### config.mk
export PLATFORM = sky130hd
export DESIGN_NAME = rv_trap_ctrl
export DESIGN_NICKNAME = d
export VERILOG_FILES = /design/src/rtl/rv_trap_ctrl.sv
export SDC_FILE = /design/constraint.sdc
export NUM_CORES = 1
export LEC_CHECK = 0
export ABC_AREA = 1
export BUFFER_PORTS_ARGS = -buffer_cell sky130_fd_sc_hd__buf_2
export CORE_MARGIN = 2
export CORE_UTILIZATION = 35
export DETAILED_ROUTE_END_ITERATION = 8
export GPL_TIMING_DRIVEN = 0
export PLACE_DENSITY = 0.59
export SLEW_MARGIN = 20
export SYNTH_ARGS = -nofsm -noshare
export SYNTH_HDL_FRONTEND = slang
export SYNTH_SLANG_ARGS = --single-unit
### constraint.sdc
create_clock -name clk_i -period 2.98 [get_ports clk_i]
set_clock_uncertainty 0.15 [all_clocks]
set_input_delay 0.149 -clock clk_i [delete_from_list [all_inputs] [get_ports clk_i]]
set_output_delay 0.149 -clock clk_i [all_outputs]
set_load 0.01 [all_outputs]
### src/rtl/rv_trap_ctrl.sv
// Machine-mode trap/PC sequencer: owns the PC, mstatus.MIE/MPIE, mie, mip, mtvec, mepc, mcause.
// Define RV_TRAP_COUNT_EN to add a trap-entry counter readable/writable at CSR 0xB03.
module rv_trap_ctrl #(
    parameter int unsigned NUM_IRQ     = 4,
    parameter logic [31:0] RESET_PC    = 32'h0000_0000,
    parameter logic [31:0] MTVEC_RESET = 32'h0000_0000
) (
    input  logic               clk_i,
    input  logic               reset_i,
    input  logic [NUM_IRQ-1:0] irq_i,
    input  logic               ecall_i,
    input  logic               ill_instr_i,
    input  logic               mret_i,
    input  logic [31:0]        pc_next_i,
    input  logic               csr_we_i,
    input  logic [11:0]        csr_addr_i,
    input  logic [31:0]        csr_wdata_i,
    output logic [31:0]        csr_rdata_o,
    output logic [31:0]        pc_o,
    output logic               trap_taken_o
);

    localparam logic [11:0] CsrMstatus = 12'h300;
    localparam logic [11:0] CsrMie     = 12'h304;
    localparam logic [11:0] CsrMtvec   = 12'h305;
    localparam logic [11:0] CsrMepc    = 12'h341;
    localparam logic [11:0] CsrMcause  = 12'h342;
    localparam logic [11:0] CsrMip     = 12'h344;
    localparam logic [11:0] CsrTrapCnt = 12'hB03;

    logic [31:0]        pc_q, pc_d;
    logic [31:0]        mtvec_q, mtvec_d;
    logic [31:0]        mepc_q, mepc_d;
    logic [31:0]        mcause_q, mcause_d;
    logic [NUM_IRQ-1:0] mie_q, mie_d;
    logic               status_mie_q, status_mie_d;
    logic               status_mpie_q, status_mpie_d;
    logic [NUM_IRQ-1:0] pending_q, pending_d;
    logic [NUM_IRQ-1:0] irq_q;
    logic               trap_taken_q;

    logic [NUM_IRQ-1:0] eligible;
    logic [NUM_IRQ-1:0] irq_onehot;
    logic [3:0]         irq_idx;
    logic               irq_hit;
    logic [4:0]         irq_code;
    logic [31:0]        mtvec_base;
    logic [31:0]        irq_target;
    logic               trap;
    logic [31:0]        cnt_rdata;

    // Lowest-index eligible interrupt wins.
    always_comb begin
        eligible   = pending_q & mie_q & {NUM_IRQ{status_mie_q}};
        irq_hit    = 1'b0;
        irq_idx    = 4'd0;
        irq_onehot = '0;
        for (int i = 0; i < int'(NUM_IRQ); i++) begin
            if (eligible[i] && !irq_hit) begin
                irq_hit       = 1'b1;
                irq_idx       = 4'(i);
                irq_onehot[i] = 1'b1;
            end
        end
        irq_code   = 5'd16 + {1'b0, irq_idx};
        mtvec_base = {mtvec_q[31:2], 2'b00};
        irq_target = mtvec_q[0] ? (mtvec_base + {25'd0, irq_code, 2'b00}) : mtvec_base;
    end

    always_comb begin
        pc_d          = pc_next_i;
        mtvec_d       = mtvec_q;
        mepc_d        = mepc_q;
        mcause_d      = mcause_q;
        mie_d         = mie_q;
        status_mie_d  = status_mie_q;
        status_mpie_d = status_mpie_q;
        trap          = 1'b0;

        if (csr_we_i) begin
            case (csr_addr_i)
                CsrMstatus: begin
                    status_mie_d  = csr_wdata_i[3];
                    status_mpie_d = csr_wdata_i[7];
                end
                CsrMie:    mie_d    = csr_wdata_i[NUM_IRQ-1:0];
                CsrMtvec:  mtvec_d  = {csr_wdata_i[31:2], 1'b0, csr_wdata_i[0]};
                CsrMepc:   mepc_d   = {csr_wdata_i[31:2], 2'b00};
                CsrMcause: mcause_d = csr_wdata_i;
                default: ;
            endcase
        end

        // Trap/mret updates are applied last so they override a colliding CSR write.
        if (irq_hit) begin
            trap          = 1'b1;
            mepc_d        = pc_next_i;
            mcause_d      = {1'b1, 26'd0, irq_code};
            status_mpie_d = status_mie_q;
            status_mie_d  = 1'b0;
            pc_d          = irq_target;
        end else if (ill_instr_i) begin
            trap          = 1'b1;
            mepc_d        = pc_q;
            mcause_d      = 32'd2;
            status_mpie_d = status_mie_q;
            status_mie_d  = 1'b0;
            pc_d          = mtvec_base;
        end else if (ecall_i) begin
            trap          = 1'b1;
            mepc_d        = pc_q;
            mcause_d      = 32'd11;
            status_mpie_d = status_mie_q;
            status_mie_d  = 1'b0;
            pc_d          = mtvec_base;
        end else if (mret_i) begin
            pc_d          = mepc_q;
            status_mie_d  = status_mpie_q;
            status_mpie_d = 1'b1;
        end

        // A new rising edge beats the clear of the interrupt just taken.
        pending_d = (pending_q & ~irq_onehot) | (irq_i & ~irq_q);
    end

    always_ff @(posedge clk_i) begin
        if (reset_i) begin
            pc_q          <= RESET_PC;
            mtvec_q       <= MTVEC_RESET;
            mepc_q        <= 32'd0;
            mcause_q      <= 32'd0;
            mie_q         <= '0;
            status_mie_q  <= 1'b0;
            status_mpie_q <= 1'b0;
            pending_q     <= '0;
            irq_q         <= '0;
            trap_taken_q  <= 1'b0;
        end else begin
            pc_q          <= pc_d;
            mtvec_q       <= mtvec_d;
            mepc_q        <= mepc_d;
            mcause_q      <= mcause_d;
            mie_q         <= mie_d;
            status_mie_q  <= status_mie_d;
            status_mpie_q <= status_mpie_d;
            pending_q     <= pending_d;
            irq_q         <= irq_i;
            trap_taken_q  <= trap;
        end
    end

`ifdef RV_TRAP_COUNT_EN
    logic [31:0] trap_cnt_q, trap_cnt_d;

    always_comb begin
        trap_cnt_d = trap_cnt_q;
        if (trap) begin
            trap_cnt_d = trap_cnt_q + 32'd1;
        end
        if (csr_we_i && (csr_addr_i == CsrTrapCnt)) begin
            trap_cnt_d = csr_wdata_i;
        end
    end

    always_ff @(posedge clk_i) begin
        if (reset_i) begin
            trap_cnt_q <= 32'd0;
        end else begin
            trap_cnt_q <= trap_cnt_d;
        end
    end

    assign cnt_rdata = trap_cnt_q;
`else
    assign cnt_rdata = 32'd0;
`endif

    always_comb begin
        csr_rdata_o = 32'd0;
        case (csr_addr_i)
            CsrMstatus: csr_rdata_o = {24'd0, status_mpie_q, 3'd0, status_mie_q, 3'd0};
            CsrMie:     csr_rdata_o = 32'(mie_q);
            CsrMtvec:   csr_rdata_o = mtvec_q;
            CsrMepc:    csr_rdata_o = mepc_q;
            CsrMcause:  csr_rdata_o = mcause_q;
            CsrMip:     csr_rdata_o = 32'(pending_q);
            CsrTrapCnt: csr_rdata_o = cnt_rdata;
            default:    csr_rdata_o = 32'd0;
        endcase
    end

    assign pc_o         = pc_q;
    assign trap_taken_o = trap_taken_q;

endmodule

== Word level (Yosys, flattened, before mapping) ==
Index checks and enable logic that the tools add are counted.
Word-level totals
  input bits: 86
  memories: 0
  RAM bits: 0
  memory bits (read-only): 0
  latch bits: 0
  flip-flop bits (word level): 142
  word-level logic and storage cells: 85
Cells by class
  $add $sub $neg: 2
  eq/ne operators: 6
  divide/modulo/power cells: 0
  bitwise gates (word level): 7
  multiply operators: 0
  $lt $le $gt $ge: 0
  shift operators: 0
  mux-type cells: 38
  reductions and logical operators: 21
Operator list (count)
  2-to-1 mux 32 bit: 15
  case mux 32 bit (6 select lines): 1
  == test 12 x 10 -> 1 bit (second input constant): 6
  adder 32 x 7 -> 32 bit: 1
  2-to-1 mux 1 bit: 20
  bitwise AND 4 bit: 4
  AND reduction 2 bit: 7
  nonzero test 4 bit: 3
  nonzero test 5 bit: 2
  2-to-1 mux 4 bit: 2
  NOT 4 bit: 2
  adder 5 x 4 -> 5 bit (first input constant): 1
  OR 4 bit: 1
  nonzero test 2 bit: 2
  OR reduction 4 bit: 1
  logical AND 1 bit: 3
  zero test 1 bit: 3

== Logic depth before layout (Yosys ltp) ==
  depth after elaboration: 16
  gate-level depth with buffers: 18

== Worst setup path after synthesis ==
Ideal clock, no wire load.
  path type: register to register
  start point: reg status_mie_q
  end point: reg pc_q[26], in the netlist pc_o[26]
  setup time: 0.132 ns
  stages on the path, launching flop included: 16
  data arrival time: 2.114 ns
  data required time: 2.698 ns
  path slack: 0.584 ns
  cell sequence: dfxtp_1 -> buf_6 -> nand3_1 -> nand2_1 -> nor2_4 -> nand4_1 -> nand2_1 -> ha_1 -> fa_1 -> nand3_1 -> a21oi_1 -> nand2_1 -> nor2_1 -> nand3_1 -> nand3_1 -> a21oi_1
On the way
  longest elaborated chain between the ends: 15
  elaborated cells on any way between the ends: 18
Ends and longest elaborated chain
  start: declaration: line 36  | logic status_mie_q, status_mie_d;
  start signal: assignment: line 144  | status_mie_q <= status_mie_d;
  bitwise AND 4 bit *: line 54  | eligible = pending_q & mie_q & {NUM_IRQ{status_mie_q}};
  2-to-1 mux 1 bit: line 59  | if (eligible[i] && !irq_hit) begin
  zero test 1 bit: line 59
  logical AND 1 bit: line 59
  2-to-1 mux 1 bit: line 59
  zero test 1 bit: line 59
  logical AND 1 bit: line 59
  2-to-1 mux 1 bit: line 59
  zero test 1 bit: line 59
  logical AND 1 bit: line 59
  2-to-1 mux 4 bit: line 59
  adder 5 x 4 -> 5 bit: line 65  | irq_code = 5'd16 + {1'b0, irq_idx};
  adder 32 x 7 -> 32 bit: line 67  | irq_target = mtvec_q[0] ? (mtvec_base + {25'd0, irq_code, 2'b00}) : mtvec_base;
  2-to-1 mux 32 bit: line 67
  2-to-1 mux 32 bit *: line 95  | if (irq_hit) begin
  end signal: assignment: line 139  | pc_q <= pc_d;
  end: declaration: line 31  | logic [31:0] pc_q, pc_d;
Every way passes the cells marked *; elsewhere a longest branch is shown, timed or not.
A chain may end at the register's enable or synchronous reset.

== Worst setup path in the final report ==
  start point: reg status_mie_q
  end point: reg pc_q[13], in the netlist pc_o[13]
The elaborated chain is that of the path after synthesis.

==> impl_metrics.env <==
export IMPL_synth_flop_cell="dfxtp_1"
export IMPL_hold_path_class="in2reg"
export IMPL_synth_top_area_frac=0.363
export IMPL_r2r_start="status_mie_q$_SDFFE_PP0P_"
export IMPL_hold_path_startpoint="pc_next_i[3]"
export IMPL_syn_avg_cell_area_um2=6.40
export IMPL_ys_seq_elements=142
export IMPL_cts_root_buffer="clkbuf_16"
export IMPL_dr_pass1_iters=5
export IMPL_drt_iter0_markers=1027
export IMPL_grt_max_degree=17
export IMPL_cp_num_buf_inv=2
export IMPL_clock_sink_count=142
export IMPL_diodes=0
export IMPL_yosysUniqueCellTypes=37
export IMPL_power_leakage_nw=4.31
export IMPL_placed_cell_area_mm2=0.00893
export IMPL_start_util=0.358
export IMPL_crit_chain="buf_6 -> inv_1 -> nor3_4 -> nor2_4 -> nand4_1 -> nand2_1 -> ha_1 -> nand2_1 -> nand2_1 -> nand2_1 -> nand2_1 -> nand2_2 -> nor2_2 -> nand2_1 -> xor2_1 -> a21oi_1"
export IMPL_grt_pass1_wl_um=53000
export IMPL_power_density_mw_per_mm2=453
export IMPL_fillers=2368
export IMPL_post_place_ws_ns=-0.116
export IMPL_grt_pass1_vias=8862
export IMPL_finalInstanceArea_mm2=0.0102
export IMPL_drcViolationCount=0
export IMPL_cp_top_family="simple AND/OR/NAND/NOR gates"
export IMPL_hold_end="pc_o[3]$_SDFF_PP0_"
export IMPL_insertion_delay_ns=0.44
export IMPL_worst_slew_pin_slew_ns=0.965
export IMPL_ioPinCount=151
export IMPL_setup_viol=0
export IMPL_portBuffers=148
export IMPL_cpMaxStageDelayCell="dfxtp_1"
export IMPL_final_cell_mix="nand2_1 (280), buf_2 (166), o21ai_0 (147)"
export IMPL_ff2ff_setup_slack_ns=0.11
export IMPL_avgViaCountPerCell=5.47
export IMPL_slew_limit_headroom=0.357
export IMPL_core_mm2=0.0219
export IMPL_htreeDepth=4
export IMPL_post_dp_hpwl_um=25200
export IMPL_cts_made_buffers=17
export IMPL_slew_viol_final=0
export IMPL_cp_data_arrival_time_ns=3.07
export IMPL_grtUsageTotal=0.295
export IMPL_routedWlPerCell_um=20.4
export IMPL_postRouteAntennaNets=0
export IMPL_layout_commonest_cell="nand2_1"
export IMPL_netlist_top_cells_area="dfxtp_1 (36%), nand2_1 (14%), o21ai_0 (9.5%)"
export IMPL_status="finished, final reports clean"
export IMPL_utilization=0.467
export IMPL_ir_drop_mv=0.310
export IMPL_antenna_found_initial=0
export IMPL_drive_above_1_share=0.160
export IMPL_rsz0062_at_grt="true"
export IMPL_cts_clk_slew_worst_paths_ns=0.06
export IMPL_multi_input_area_mm2=0.00421
export IMPL_synth_edf_count=0
export IMPL_finalHoldViolCount=0
export IMPL_die_x_um=154
export IMPL_row_count=54
export IMPL_syn2layout_area_growth_pct=30.5
export IMPL_grt_overflow_total=0
export IMPL_syn_inst=1225
export IMPL_async_flop_share=0
export IMPL_reg2reg_to="pc_o[13]$_SDFF_PP0_"
export IMPL_die_y_um=154
export IMPL_clk_path_buf_depth=2
export IMPL_drt_total_wl_um=35700
export IMPL_reg2reg_depth=16
export IMPL_maxCapViolCount=0
export IMPL_crit_top_cell="nand2_1"
export IMPL_synthesis_nets=1314
export IMPL_criticalPathCategory="reg2reg"
export IMPL_cts_tree="done"
export IMPL_route_vias_total=9579
export IMPL_fmax_ghz=0.348
export IMPL_worstPathRequired_ns=3.18
export IMPL_holdPathStages=5
export IMPL_nets=1549
export IMPL_tns_ns=0
export IMPL_layout_worst_path_cycle_share=0.964
export IMPL_synth_area_leader_cell="dfxtp_1"
export IMPL_synth_area_mm2=0.00784
export IMPL_end_kind="flop"
export IMPL_yosysWarnings=0
export IMPL_whs_ns=0.0151
export IMPL_seq_area_mm2=0.00284
export IMPL_globalplace_congestion=0.984
export IMPL_period_needed_ns=2.87
export IMPL_dieArea_mm2=0.0236
export IMPL_cp_start_kind="flop"
export IMPL_cpPeakStageDelay_ns=0.33
export IMPL_ys_seq_area_frac=0.363
export IMPL_worst_slack_ns=0.107
export IMPL_critPathMaxFanout=8
## state kept, by name, indices dropped and copies added (netlist names)
name / count
mcause_q: 32
trap_taken_o: 1
status_mie_q: 1
mie_q: 4
pc_o: 32
mepc_q: 32
mtvec_q: 31
irq_q: 4
pending_q: 4
status_mpie_q: 1
## where the power goes
group	internal (mW)	total (mW)	switching (mW)
registers	1.95	1.98	0.0301
clock network	1.27	2.14	0.872
logic	0.201	0.513	0.312
total	3.42	4.63	1.21
## worst register-to-register path, stage by stage, from the launching register on
cell and delay, ns:
dfxtp_1 0.33, buf_6 0.13, inv_1 0.09, nor3_4 0.23, nor2_4 0.06, nand4_1 0.15
nand2_1 0.14, ha_1 0.30, nand2_1 0.04, nand2_1 0.11, nand2_1 0.10, nand2_1 0.13
nand2_2 0.14, nor2_2 0.23, nand2_1 0.10, xor2_1 0.17, a21oi_1 0.19
## per-layer routing
metal	wire length [µm]	GRT usage
met3	3310	0.0575
met5	0	0
met1	15400	0.399
met4	1410	0.122
met2	15600	0.462
## through the flow
step	power [mW]	cells
final	4.63	1752
after global routing	4.77	1752
after detailed placement	2.45	1653
after floorplan	2.25	1225
after CTS	4.61	1750
after global placement	2.45	1653
## how the worst max path moves through the flow
| stage | from | to | depth (start not counted) |
|---|---|---|---|
| final | status_mie_q$_SDFFE_PP0P_ | pc_o[13]$_SDFF_PP0_ | 16 |
| after global routing | status_mie_q$_SDFFE_PP0P_ | pc_o[24]$_SDFF_PP0_ | 17 |
| after CTS | status_mie_q$_SDFFE_PP0P_ | pc_o[30]$_SDFF_PP0_ | 15 |
| after detailed placement | status_mie_q$_SDFFE_PP0P_ | pc_o[16]$_SDFF_PP0_ | 15 |
| after global placement | status_mie_q$_SDFFE_PP0P_ | pc_o[16]$_SDFF_PP0_ | 15 |
| after floorplan | status_mie_q$_SDFFE_PP0P_ | pc_o[26]$_SDFF_PP0_ | 15 |
## cell usage after synthesis (7+ instances only)
| library cell | instances |
|---|---|
| nand2_1 | 286 |
| xor2_1 | 8 |
| inv_1 | 130 |
| o21ai_1 | 24 |
| nand4_1 | 8 |
| o211ai_1 | 8 |
| clkbuf_1 | 45 |
| o221ai_1 | 24 |
| dfxtp_1 | 142 |
| buf_2 | 18 |
| nor3_1 | 22 |
| o21ai_0 | 148 |
| a211oi_1 | 7 |
| nor2_1 | 124 |
| nand3_1 | 45 |
| a21oi_1 | 140 |
## repair_timing
action | in CTS | in global routing
endpoints found under the setup margin | 8 | 26
hold endpoints to repair | 104 | 0
resized for setup | 3 | 24
pin swaps | 0 | 3
hold buffers | 66 | 0
buffers inserted | 0 | 2
## final cells by class
cell class | instances | share of cell area
multi-input cells | 873 | 0.412
clock inverters | 7 | 0.00856
well taps | 280 | 0.0342
plain buffers | 73 | 0.0329
inverters | 137 | 0.0503
repair buffers | 216 | 0.138
flip-flops and latches | 142 | 0.278
clock buffers | 24 | 0.0461
## cells by family (layout without fill, tap and decap cells)
kind of cell	Yosys count	after routing	share of synthesized area
flip-flops	142	142	0.363
AND/OR/NAND/NOR	498	498	0.262
XOR/XNOR	8	8	0.00894
AO/OA/AOI/OAI	364	364	0.252
buffers and inverters	210	457	0.108
adder cells (fa/ha/maj)	3	3	0.00575
Note: power is estimated with default switching activity, not from simulation.
